<file path="src/rtl/cdc_push_framer.sv">
// A-domain framing stage ahead of the A->B CDC FIFO: buffers one message,
// then pushes a {seq, trunc, len} header followed by the payload words.
module cdc_push_framer #(
  parameter int unsigned DataWidth = 32,
  parameter int unsigned MaxWords  = 16,
  parameter int unsigned SeqWidth  = 8
) (
  input  logic                 clk_DA,
  input  logic                 rst,
  input  logic                 InValid_DA,
  input  logic [DataWidth-1:0] InData_DA,
  input  logic                 InLast_DA,
  output logic                 InReady_DA,
  input  logic                 FifoFull_DA,
  output logic                 Push_DA,
  output logic [DataWidth-1:0] FifoData_DA,
  output logic                 Busy_DA,
  output logic                 TruncSticky_DA
);

  localparam int unsigned LenWidth = $clog2(MaxWords + 1);
  localparam int unsigned IdxWidth = (MaxWords > 1) ? $clog2(MaxWords) : 1;
  localparam logic [LenWidth-1:0] MaxLen = LenWidth'(MaxWords);

  localparam logic [1:0] StFill    = 2'd0;
  localparam logic [1:0] StHeader  = 2'd1;
  localparam logic [1:0] StPayload = 2'd2;

  if (MaxWords < 1) begin : g_bad_depth
    $error("cdc_push_framer: MaxWords must be at least 1");
  end
  if (DataWidth < SeqWidth + 1 + LenWidth) begin : g_bad_width
    $error("cdc_push_framer: DataWidth too small for seq, trunc and len fields");
  end

  logic [1:0]           state_q, state_d;
  logic [LenWidth-1:0]  wr_cnt_q, wr_cnt_d;
  logic [LenWidth-1:0]  rd_cnt_q, rd_cnt_d;
  logic [LenWidth-1:0]  len_q, len_d;
  logic                 trunc_q, trunc_d;
  logic [SeqWidth-1:0]  seq_q, seq_d;
  logic                 sticky_q, sticky_d;
  logic                 mem_we;
  logic [DataWidth-1:0] mem [MaxWords];

  // Handshake outputs depend only on state and FIFO full, never on InValid_DA.
  assign InReady_DA     = (state_q == StFill);
  assign Busy_DA        = (state_q != StFill);
  assign Push_DA        = (state_q != StFill) && !FifoFull_DA;
  assign TruncSticky_DA = sticky_q;

  always_ff @(posedge clk_DA or posedge rst) begin
    if (rst) begin
      state_q  <= StFill;
      wr_cnt_q <= '0;
      rd_cnt_q <= '0;
      len_q    <= '0;
      trunc_q  <= 1'b0;
      seq_q    <= '0;
      sticky_q <= 1'b0;
    end else begin
      state_q  <= state_d;
      wr_cnt_q <= wr_cnt_d;
      rd_cnt_q <= rd_cnt_d;
      len_q    <= len_d;
      trunc_q  <= trunc_d;
      seq_q    <= seq_d;
      sticky_q <= sticky_d;
    end
  end

  always_comb begin
    state_d  = state_q;
    wr_cnt_d = wr_cnt_q;
    rd_cnt_d = rd_cnt_q;
    len_d    = len_q;
    trunc_d  = trunc_q;
    seq_d    = seq_q;
    sticky_d = sticky_q;
    mem_we   = 1'b0;
    case (state_q)
      StFill: begin
        if (InValid_DA) begin
          // Beats past the buffer depth are dropped and mark the frame truncated.
          if (wr_cnt_q < MaxLen) begin
            mem_we   = 1'b1;
            wr_cnt_d = wr_cnt_q + LenWidth'(1);
          end else begin
            trunc_d = 1'b1;
          end
          if (InLast_DA) begin
            len_d    = wr_cnt_d;
            sticky_d = sticky_q | trunc_d;
            state_d  = StHeader;
          end
        end
      end
      StHeader: begin
        if (!FifoFull_DA) begin
          rd_cnt_d = '0;
          state_d  = StPayload;
        end
      end
      StPayload: begin
        if (!FifoFull_DA) begin
          if (rd_cnt_q == len_q - LenWidth'(1)) begin
            rd_cnt_d = '0;
            wr_cnt_d = '0;
            trunc_d  = 1'b0;
            seq_d    = seq_q + SeqWidth'(1);
            state_d  = StFill;
          end else begin
            rd_cnt_d = rd_cnt_q + LenWidth'(1);
          end
        end
      end
      default: state_d = StFill;
    endcase
  end

  // Payload buffer; contents are only observed after being written this frame.
  always_ff @(posedge clk_DA) begin
    if (mem_we) begin
      mem[IdxWidth'(wr_cnt_q)] <= InData_DA;
    end
  end

  always_comb begin
    FifoData_DA = '0;
    case (state_q)
      StHeader: begin
        FifoData_DA[DataWidth-1 -: SeqWidth]   = seq_q;
        FifoData_DA[DataWidth-SeqWidth-1]      = trunc_q;
        FifoData_DA[LenWidth-1:0]              = len_q;
      end
      StPayload: FifoData_DA = mem[IdxWidth'(rd_cnt_q)];
      default:   FifoData_DA = '0;
    endcase
  end

endmodule

</file>
<file path="config.mk">
export PLATFORM = sky130hd
export DESIGN_NAME = cdc_push_framer
export DESIGN_NICKNAME = d
export VERILOG_FILES = /design/src/rtl/cdc_push_framer.sv
export SDC_FILE = /design/constraint.sdc
export NUM_CORES = 1
export LEC_CHECK = 0
export CAP_MARGIN = 20
export CORE_MARGIN = 2
export CORE_UTILIZATION = 65
export DETAILED_ROUTE_END_ITERATION = 10
export PLACE_DENSITY = 0.87
export SLEW_MARGIN = 40
export SYNTH_ARGS = -nofsm -noshare
export SYNTH_HDL_FRONTEND = slang
export SYNTH_SLANG_ARGS = --single-unit
</file>
<file path="constraint.sdc">
create_clock -name clk_DA -period 11.8 [get_ports clk_DA]
set_input_delay 2.95 -clock clk_DA [delete_from_list [all_inputs] [get_ports clk_DA]]
set_output_delay 2.95 -clock clk_DA [all_outputs]
set_load 0.01 [all_outputs]
</file>
; Word-level counts from Yosys, hierarchy flattened
; Memories as Yosys holds them, arrays and structs flattened.
; Cells that the tools add are included.
[op_classes]
n_bitwise = 2
muxes = 30
n_eq_ne = 8
magnitude_cmp = 1
n_addsub = 4
reduce_logical = 11
[op_table]
columns = cell, count
row1 = $mux W5, 7
row2 = $pmux W5 S2, 3
row3 = $mux W18, 1
row4 = $pmux W9 S2, 1
row5 = $mux W1, 11
row6 = $add A5 B1 Y5 const B, 2
row7 = $mux W2, 5
row8 = $ne A2 B2 Y1 const B, 5
row9 = $reduce_and A3 Y1, 3
row10 = $add A8 B1 Y8 const B, 1
row11 = $pmux W2 S3, 1
row12 = $reduce_bool A2 Y1, 3
row13 = $eq A5 B5 Y1, 1
row14 = $lt A5 B5 Y1 const B, 1
row15 = $reduce_and A5 Y1, 1
row16 = $sub A5 B1 Y5 const B, 1
row17 = $reduce_and A4 Y1, 1
row18 = $eq A2 B1 Y1 const B, 1
row19 = $eq A2 B2 Y1 const B, 1
row20 = $logic_not A2 Y1, 1
row21 = $pmux W1 S2, 1
row22 = $logic_and A1 B1 Y1, 1
row23 = $logic_not A1 Y1, 1
row24 = $not A1 Y1, 1
row25 = $or A1 B1 Y1, 1
[word_totals]
output_inout_bits = 36
n_memories = 1
regBits = 27
mem_bits_rw = 512
[memory_table]
columns = memory, depth, width, rd, rd_clocked_by_memory_dff, wr, line_no
row1 = mem, 16, 32, 1, 0, 1, 44  ; logic [DataWidth-1:0] mem [MaxWords];

; Depth between registers and ports, before layout
; Gate-level depths: netlist (run 1).
[depth]
word_depth = 6
ltp_mapped = 8
ltp_nobuf = 7

; Least setup slack after synthesis (run 1)
; No wires, ideal clock.
[synth_path]
kind = input port to output port
from = input port FifoFull_DA
to = output port Push_DA
required_ns = 8.850
setup_slack_ns = 5.529
stages = 2
t_arrival_ns = 3.321
cell_sequence = clkbuf_1 nor2_1
[synth_via]
elab_chain_len = 2
[synth_rtl]
columns = element, line_no
row1 = start: declaration, 14  ; input logic FifoFull_DA,
row2 = $logic_not A1 Y1, -
row3 = $logic_and A1 B1 Y1, 49  ; assign Push_DA = (state_q != StFill) && !FifoFull_DA;
row4 = end: declaration, 15  ; output logic Push_DA,
; No other way between the ends.

; Final worst setup path (run 1)
; Ends and elaborated chain as after synthesis.

==> results of run 1 <==
## power groups by stage
stage	Sequential [mW]	Combinational, mW	Clock (mW)
6_report	2.23	1.11	1.52
5_1_grt	2.23	1.19	1.59
4_1_cts	2.23	1.12	1.53
3_5_place_dp	2.26	1.09	0
3_3_place_gp	2.30	0.996	0
2_1_floorplan	2.18	0.844	0
## registers in the layout (all words and copies together), names as in the netlist
name            flops
TruncSticky_DA      1
len_q               5
mem               512
rd_cnt_q            5
seq_q               8
state_q             2
trunc_q             1
wr_cnt_q            5
## area by class of cell
| type | instances | area share |
|---|---|---|
| flip-flops and latches | 539 | 0.663 |
| multi-input cells | 420 | 0.211 |
| clock buffers | 67 | 0.0560 |
| repair buffers | 95 | 0.0389 |
| well taps | 442 | 0.0228 |
| clock inverters | 24 | 0.00651 |
| inverters | 12 | 0.00186 |
| diodes | 2 | 0.000207 |
## cells in the final DEF, fill, tap and decap left out, types with 2 or more instances in the layout
master,netlist,layout
buf_4,11,17
dfrtp_4,0,4
nand2b_1,5,5
o211a_1,18,18
mux4_2,126,126
inv_1,12,11
clkinv_1,0,9
buf_12,1,3
o22ai_1,2,2
nor4_1,2,2
dfrtp_1,27,23
xnor2_1,6,6
o21ai_0,19,19
a31oi_1,3,3
clkbuf_1,25,15
nor2_4,0,11
clkbuf_16,0,52
a21o_1,2,2
a21oi_1,19,19
ha_1,10,9
nor3_1,12,8
mux4_1,2,2
nor3_4,0,4
nor2b_1,2,2
edfxtp_1,512,512
mux2i_1,47,47
mux2_2,20,20
nand3_1,9,8
o21ai_1,9,9
nand2_1,39,39
clkdlybuf4s50_1,0,72
xor2_1,10,10
nand3b_1,3,3
o21bai_1,2,2
diode_2,0,2
clkinv_2,0,10
buf_6,4,3
nor2_1,35,24
## worst register-to-register path, cell delays in order, from the launching register on
cell and delay (ns):
dfrtp_1 0.39, inv_1 0.11, ha_1 0.46, and3b_1 0.34, nand2_1 0.29, nor3_4 0.65, buf_4 0.54
## how the worst min path moves through the flow
stage | cells past startpoint | endpoint | slack [ns] | start
after global placement | 1 | seq_q[7] | 0.46 | seq_q[7]
after CTS | 1 | TruncSticky_DA | 0.49 | TruncSticky_DA
after floorplan | 1 | seq_q[7] | 0.44 | seq_q[7]
after global routing | 1 | seq_q[7] | 0.52 | seq_q[7]
final | 1 | TruncSticky_DA | 0.49 | TruncSticky_DA
after detailed placement | 1 | TruncSticky_DA | 0.48 | TruncSticky_DA
## cell families (layout without fill, tap and decap cells)
family,count (synthesis),count (layout),synth area share
fa+ha+maj,10,10,0.00586
other cells,0,2,0
mux,195,195,0.168
simple gates,115,115,0.0247
compound gates,84,84,0.0271
flops,539,539,0.751
xor+xnor,16,16,0.00656
buf+inv,69,198,0.0169
## metrics by stage
step | total power [mW] | hold slack (ns) | cell area, sq um | utilization
floorplan | 3.03 | 0.442 | 21400 | -
global placement | 3.30 | 0.456 | 22600 | 0.697
detailed placement | 3.36 | 0.476 | 22700 | 0.699
CTS | 4.87 | 0.493 | 24200 | 0.746
global route | 5.02 | 0.518 | 24200 | 0.746
finish | 4.86 | 0.487 | 24200 | 0.747
## routing by layer
metal / wire length (um) / GRT usage / up-vias
met5: 59 / 0 / -
li1: - / - / 4402
met4: 1650 / 0.110 / 8
met2: 24000 / 0.468 / 745
met1: 17300 / 0.395 / 5527
met3: 5070 / 0.0690 / 140
==> metrics.cfg, run 1 <==
[drt]
vias_per_cell=6.76
via_count=10800
drtAntennaViolNets=0
drcViolationCount=0
dr.pass1.iters=6
wl_per_cell_um=30.0
first_iter_violations=1492
routed_wirelength_mm=48.0

[worst_hold_path]
holdCritPathClass=flip-flop to flip-flop

[logic_synthesis]
synthArstFlopShare=0.0501
seq_area_frac_synth=0.751
synthTopCellsByCount=512 x edfxtp_1, 126 x mux4_2, 47 x mux2i_1
syn_inst=1028
synth_edf_count=512
synth_most_common_cell=edfxtp_1
synthDistinctLibCells=50
ys_dominant_reg_cell=edfxtp_1
syn_area_sq_um=21400
netlist_top_cells_area=edfxtp_1 72%, mux4_2 13%, dfrtp_1 3.2%, mux2i_1 2.2%, mux2_2 1.1%
syn_avg_cell_area_sq_um=20.8
syn_nets=1075
synth_top_area_frac=0.720
yosys.area.top_type=edfxtp_1
synth_warnings=0
synth-seq-cells=539

[finish]
nets=1166
syn_to_final_growth_pct=13.4
fillers=1663
seq_area_sq_um=16100
multi_input_comb_area_sq_um=5100
fin_cells=1601
drive_above_1_share=0.228

[clock_network]
worstSkewPairLatency_ns=0.58
cts_resized=0
cts_buffer_depth=3
numCtsBuffers=51
postCtsHoldBufs=0
cts_root_buf=clkbuf_16
clkSinkCount=539
htreeDepth=2
cts_tree=yes
cts.clk_slew.worst_paths_ns=0.06
post_cts_buffers=0

[worst_setup_path]
crit_path_cell_trace=clkdlybuf4s50_1 > nor2_1 > clkdlybuf4s50_1
crit_end=Push_DA
r2r_end=mem[0][2]
startpoint_type=input pin
crit_slowest_cell=clkdlybuf4s50_1
crit_start=FifoFull_DA
regToRegStartpoint=state_q[0]
cp_num_buf_inv=2
reg2regPathDepth=6
end_kind=output port
cp.arrival_ns=4.52
critPathMaxStageDelay_ns=0.75
required_ns=8.85
reg2reg_setup_slack_ns=8.64
crit_cells=3
cp_top_family=buffers and inverters
cpMostUsedCell=clkdlybuf4s50_1
crit_fanout=15
critical_path_class=input pin to output port

[placement]
placed_cells=1507
place.gp.congestion=0.787
dp_hpwl_mm=24.0
placement.io_buffers=72
dp_slack_ns=4.38

[sta]
setup_slack_ns=4.33
worstMarginPinSlew_ns=0.779
fin_crit_ns=7.47
slew_headroom=0.480
final_hold_viol_count=0
max_freq_ghz=0.134
fin_skew_ns=0.0163
maxSlewViolCount=0
rsz0062_at_grt=false
setup_tns_ns=0
setup_viol_count_final=0
finalCritPeriodShare=0.633

[global_routing]
grt-ovfl-total=0
grt_max_degree=79
antenna_found_initial=4
grt_pass1_vias=11000
track_usage=0.291
grt_pass1_wl_mm=70.8

[pwr]
ir_drop_mv=0.140
clkPwrFrac=0.312
p_int_mw=3.52
p_leak_nw=7.73
power_frac_seq=0.459
swShare=0.275
cellPowerDensity_nw_per_um2=200
p_switching_mw=1.34
combPwrFrac=0.229

[floorplanning]
dieHeight_um=185
ios=73
die_x_um=185
core_area_sq_um=32500
start_util=0.658
fp.dieArea_sq_um=34300
placementRows=66

[flow_run]
max_cap_violations=0

[run_status]
status=complete, no violations

Note: power is estimated with default switching activity, not from simulation.
==> inputs of run 2 (changes only) <==
--- a/config.mk
+++ b/config.mk
@@ -7,9 +7,9 @@
 export LEC_CHECK = 0
 export CAP_MARGIN = 20
 export CORE_MARGIN = 2
-export CORE_UTILIZATION = 65
+export CORE_UTILIZATION = 61
 export DETAILED_ROUTE_END_ITERATION = 10
-export PLACE_DENSITY = 0.87
+export PLACE_DENSITY = 0.82
 export SLEW_MARGIN = 40
 export SYNTH_ARGS = -nofsm -noshare
 export SYNTH_HDL_FRONTEND = slang
==> constraint.sdc (replaced) <==
create_clock -name clk_DA -period 7.1 [get_ports clk_DA]
set_input_delay 1.775 -clock clk_DA [delete_from_list [all_inputs] [get_ports clk_DA]]
set_output_delay 1.775 -clock clk_DA [all_outputs]
set_load 0.01 [all_outputs]
==> run 2 against run 1 <==
Clock power up 88%. Sequential cell count stayed put. Critical endpoint is now FifoData_DA[4]. Highest routed layer unchanged. Total power grew 73%.
==> metrics.cfg, run 2 (synthesized netlist as in run 1, its figures left out) <==
[global_routing]
grt_pass1_wl_mm=69.9  ; was 70.8 mm
antenna_found_initial=3  ; was 4
grt-ovfl-total=0  ; unchanged
grt_pass1_vias=10900  ; was 11000
track_usage=0.267  ; was 0.291
grt_max_degree=75  ; was 79

[clock_network]
post_cts_buffers=0  ; unchanged
cts_tree=yes  ; unchanged
cts.clk_slew.worst_paths_ns=0.06  ; about the same
cts_resized=0  ; unchanged
numCtsBuffers=50  ; was 51
clkSinkCount=539  ; unchanged
postCtsHoldBufs=0  ; unchanged
cts_root_buf=clkbuf_16  ; unchanged
worstSkewPairLatency_ns=0.56  ; was 0.58 ns
htreeDepth=2  ; unchanged
cts_buffer_depth=3  ; unchanged

[worst_setup_path]
reg2regPathDepth=6  ; unchanged
regToRegStartpoint=rd_cnt_q[0]  ; was state_q[0]
r2r_end=seq_q[7]  ; was mem[0][2]
reg2reg_setup_slack_ns=4.04  ; was 8.64 ns
critical_path_class=flip-flop to output port  ; was input pin to output port
crit_start=rd_cnt_q[0]  ; was FifoFull_DA
cp.arrival_ns=3.78  ; was 4.52 ns
crit_fanout=74  ; was 15
crit_path_cell_trace=buf_12 > mux4_2 > mux2i_1 > nor2_1 > a21oi_1 > o21ai_1 > clkdlybuf4s50_1  ; was clkdlybuf4s50_1 > nor2_1 > clkdlybuf4s50_1
critPathMaxStageDelay_ns=0.92  ; was 0.75 ns
startpoint_type=flip-flop  ; was input pin
end_kind=output port  ; unchanged
required_ns=5.33  ; was 8.85 ns
crit_slowest_cell=dfrtp_4  ; was clkdlybuf4s50_1

[sta]
worstMarginPinSlew_ns=0.867  ; was 0.779 ns
finalCritPeriodShare=0.783
setup_viol_count_final=0  ; unchanged
fin_crit_ns=5.56
maxSlewViolCount=0  ; unchanged
max_freq_ghz=0.180
setup_tns_ns=0  ; unchanged
slew_headroom=0.422  ; was 0.480
rsz0062_at_grt=false  ; unchanged
final_hold_viol_count=0  ; unchanged
fin_skew_ns=0.00966  ; was 0.0163 ns

[pwr]
p_leak_nw=7.87  ; was 7.73 nW
clkPwrFrac=0.340  ; was 0.312
cellPowerDensity_nw_per_um2=343  ; was 200 nW/um^2
ir_drop_mv=0.235  ; was 0.140 mV
p_switching_mw=2.23  ; was 1.34 mW
swShare=0.265  ; was 0.275
p_int_mw=6.19  ; was 3.52 mW
combPwrFrac=0.220  ; was 0.229
total_power_mw=8.42  ; was 4.86 mW
power_frac_seq=0.440  ; was 0.459

[run_status]
status=complete, no violations  ; unchanged

[worst_hold_path]
worstHoldStart=TruncSticky_DA  ; unchanged
min_path_cells=1  ; unchanged
holdCritPathClass=flip-flop to flip-flop  ; unchanged
hold_end=TruncSticky_DA  ; unchanged

[flow_run]
max_cap_violations=0  ; unchanged

[finish]
largest_reg_flops=512  ; unchanged
nets=1169  ; was 1166
syn_to_final_growth_pct=14.8  ; was 13.4%
drive_above_1_share=0.239  ; was 0.228
reg_top3=mem (512), seq_q (8)  ; unchanged
layout_commonest_cell=edfxtp_1  ; unchanged
regMostFlops=mem  ; unchanged
most-common-layout-cells=512 x edfxtp_1, 126 x mux4_2, 72 x clkdlybuf4s50_1  ; unchanged

[floorplanning]
die_x_um=191  ; was 185 um
ios=73  ; unchanged
core_area_sq_um=34500  ; was 32500 sq um
fp.dieArea_sq_um=36500  ; was 34300 sq um
start_util=0.619  ; was 0.658
placementRows=68  ; was 66
dieHeight_um=191  ; was 185 um

[drt]
drcViolationCount=0  ; unchanged
drtAntennaViolNets=0  ; unchanged
routed_wirelength_mm=47.1  ; was 48.0 mm
first_iter_violations=1418  ; was 1492
vias_per_cell=6.57  ; was 6.76
dr.pass1.iters=7  ; was 6
via_count=10600  ; was 10800
wl_per_cell_um=29.1  ; was 30.0 um

[placement]
place.gp.congestion=0.791  ; was 0.787
placement.io_buffers=72  ; unchanged
dp_hpwl_mm=24.4  ; was 24.0 mm

## run 2: per-layer routing
metal	up-vias	track usage	part of all wire
met5	-	0	0.00049
met4	4	0.0991	0.031
met3	119	0.0545	0.098
met2	629	0.430	0.50
met1	5481	0.369	0.37
li1	4410	-	-
## run 2: final cells by class
| class | instances | area, sq um |
|---|---|---|
| Tap cell | 455 | 569 |
| Clock inverter | 33 | 463 |
| Sequential cell | 539 | 16100 |
| Antenna cell | 1 | 2.50 |
| Multi-Input combinational cell | 420 | 5100 |
| Timing Repair Buffer | 99 | 961 |
| Clock buffer | 61 | 1310 |
| Inverter | 12 | 45.0 |
| Fill cell | 1955 | 10000 |
## run 2: power by group through the flow
stage	Clock, mW	Combinational (mW)	Sequential, mW
2_1_floorplan	0	1.40	3.63
3_3_place_gp	0	1.71	3.80
3_5_place_dp	0	1.82	3.76
4_1_cts	2.89	1.86	3.70
5_1_grt	3.00	1.97	3.71
6_report	2.86	1.86	3.70
## run 2: worst max-delay path, delay by kind of cell, from the launching register on
kind / cells / cell delay (ns)
buffers and inverters: 2 / 1.00
flip-flops: 1 / 0.92
multiplexers: 2 / 0.83
AO/OA/AOI/OAI: 2 / 0.23
AND/OR/NAND/NOR: 1 / 0.07
## run 2: worst max path at each step
stage,end,slack [ns],cells after the start
finish,FifoData_DA[4],1.54,7
global route,FifoData_DA[4],1.36,7
CTS,FifoData_DA[4],1.48,7
detailed placement,Push_DA,2.02,3
global placement,Push_DA,2.06,3
floorplan,mem[0][0],2.34,3
## run 2: per-stage QoR
step / std cells / utilization / hold WS, ns / instance area [sq um] / setup WS, ns
after floorplan: 1028 / - / 0.442 / 21400 / 2.34
after global placement: 1522 / 0.656 / 0.462 / 22700 / 2.06
after detailed placement: 1525 / 0.658 / 0.467 / 22700 / 2.02
after CTS: 1619 / 0.710 / 0.485 / 24500 / 1.48
after global routing: 1620 / 0.710 / 0.546 / 24500 / 1.36
final: 1620 / 0.710 / 0.476 / 24500 / 1.54
==> inputs of run 3 (changes only) <==
==> constraint.sdc (replaced) <==
create_clock -name clk_DA -period 5.5 [get_ports clk_DA]
set_input_delay 1.375 -clock clk_DA [delete_from_list [all_inputs] [get_ports clk_DA]]
set_output_delay 1.375 -clock clk_DA [all_outputs]
set_load 0.01 [all_outputs]
==> run 3 against run 2 <==
Non-clock buffer count is 14 higher. Cell count increased by 0.62%. First-iteration DRC count shrank 9.9%. Clock power grew 17%. Sequential cell count stayed put. Sequential share of layout area shrank 0.073 points. Via count decreased by 1.7%.
==> metrics.cfg, run 3 (synthesized netlist as in run 1, its figures left out) <==
[run_status]
status=complete, no violations  ; unchanged

[worst_setup_path]
cp.arrival_ns=3.32  ; was 3.78 ns
end_kind=output port  ; unchanged
required_ns=4.12  ; was 5.33 ns
critical_path_class=flip-flop to output port  ; unchanged
crit_fanout=32  ; was 74
startpoint_type=flip-flop  ; unchanged

[global_routing]
grt_busiest_layer=met2  ; unchanged
gr-usage-met1=0.358  ; was 0.369
met2_usage=0.413  ; was 0.430
grt-ovfl-total=0  ; unchanged
grt_max_degree=43  ; was 75
track_usage=0.256  ; was 0.267
grtUsageMet3=0.0378  ; was 0.0545
antenna_found_initial=1  ; was 3
grt_pass1_vias=10900  ; about the same
grt_pass1_wl_mm=67.2  ; was 69.9 mm

[pwr]
ir_drop_mv=0.284  ; was 0.235 mV
total_power_mw=10.5  ; was 8.42 mW
p_leak_nw=7.91  ; was 7.87 nW
cellPowerDensity_nw_per_um2=428  ; was 343 nW/um^2

[finish]
syn_to_final_growth_pct=14.9  ; was 14.8%
most-common-layout-cells=512 x edfxtp_1, 126 x mux4_2, 72 x clkdlybuf4s50_1  ; unchanged
num_antenna_cells=0  ; was 1
largest_reg_flops=512  ; unchanged
regMostFlops=mem  ; unchanged
nets=1183  ; was 1169
fillers=2033  ; was 1955
drive_above_1_share=0.241  ; was 0.239
reg_top3=mem (512), seq_q (8)  ; unchanged
layout_commonest_cell=edfxtp_1  ; unchanged
stdcell_area_sq_um=24500  ; about the same

[placement]
placement.io_buffers=72  ; unchanged
dp_hpwl_mm=26.0  ; was 24.4 mm
place.gp.congestion=0.810  ; was 0.791
place_area_sq_um=22900  ; was 22700 sq um

[floorplanning]
start_util=0.619  ; unchanged
die_x_um=191  ; unchanged
core_area_sq_um=34500  ; unchanged
fp.dieArea_sq_um=36500  ; unchanged
dieHeight_um=191  ; unchanged
ios=73  ; unchanged
placementRows=68  ; unchanged

[drt]
vias_per_cell=6.42  ; was 6.57
drcViolationCount=0  ; unchanged
drtAntennaViolNets=0  ; unchanged
routed_wirelength_mm=45.2  ; was 47.1 mm
first_iter_violations=1277  ; was 1418
wl_per_cell_um=27.7  ; was 29.1 um
via_count=10500  ; was 10600
dr.pass1.iters=5  ; was 7

[sta]
max_freq_ghz=0.213
final_hold_viol_count=0  ; unchanged
fin_skew_ns=0.0145  ; was 0.00966 ns
setup_tns_ns=0  ; unchanged
rsz0062_at_grt=false  ; unchanged
slew_headroom=0.423  ; was 0.422
setup_viol_count_final=0  ; unchanged
worstMarginPinSlew_ns=0.863  ; was 0.867 ns
maxSlewViolCount=0  ; unchanged
whs_ns=0.510  ; was 0.476 ns
finalCritPeriodShare=0.854
fin_crit_ns=4.70

[clock_network]
cts_tree=yes  ; unchanged
cts.clk_slew.worst_paths_ns=0.06  ; about the same
worstSkewPairLatency_ns=0.56  ; about the same
cts_root_buf=clkbuf_16  ; unchanged
cts_resized=0  ; unchanged
cts_buffer_depth=3  ; unchanged
clkSinkCount=539  ; unchanged
htreeDepth=2  ; unchanged
numCtsBuffers=50  ; unchanged
postCtsHoldBufs=0  ; unchanged
post_cts_buffers=0  ; unchanged

[worst_hold_path]
holdCritPathClass=flip-flop to flip-flop  ; unchanged

[flow_run]
max_cap_violations=0  ; unchanged

==> run 3: layout make-up <==
type | instances | area, sq um | share of cell area
tap | 455 | 569 | 0.0232
timing repair buffer | 113 | 1190 | 0.0484
clock inverter | 30 | 238 | 0.00968
clock buffer | 61 | 1350 | 0.0551
multi-input combinational | 420 | 5090 | 0.207
inverter | 12 | 45.0 | 0.00183
sequential | 539 | 16100 | 0.654
==> run 3: final timing paths <==
check,startpoint,endpoint,slack (ns),depth (start not counted)
worst max register to register,state_q[0],mem[12][16],2.50,6
worst max-delay path,rd_cnt_q[0],FifoData_DA[23],0.80,7
worst min register to register,seq_q[7],seq_q[7],0.51,1
worst min-delay path,seq_q[7],seq_q[7],0.51,1
min in group asynchronous,rst,seq_q[4],1.27,2
max in group asynchronous,rst,rd_cnt_q[0],3.76,2
==> run 3: metrics by stage <==
step,std cells,utilization,setup WS (ns)
2_1_floorplan,1028,-,1.14
3_3_place_gp,1534,0.660,1.33
3_5_place_dp,1539,0.664,1.36
4_1_cts,1630,0.710,0.712
5_1_grt,1630,0.711,0.586
6_report,1630,0.711,0.802
==> run 3: critical path, stage by stage, from the launching register on <==
cell	delay (ns)
dfrtp_4	0.76
buf_12	0.33
mux4_2	0.55
mux2i_1	0.17
nor2_1	0.07
a21oi_1	0.19
o21ai_0	0.15
clkdlybuf4s50_1	0.52
==> run 3: power breakdown <==
group	switching, mW	internal, mW	total (mW)
clock	1.41	1.93	3.34
combinational	1.19	1.24	2.43
sequential	0.189	4.56	4.74
==> run 3: layer usage <==
layer | part of all wire | wire (um) | vias up
li1 | - | - | 4449
met1 | 0.38 | 17400 | 5414
met2 | 0.50 | 22600 | 494
met3 | 0.078 | 3530 | 98
met4 | 0.037 | 1650 | 2
met5 | 0.00027 | 12 | -
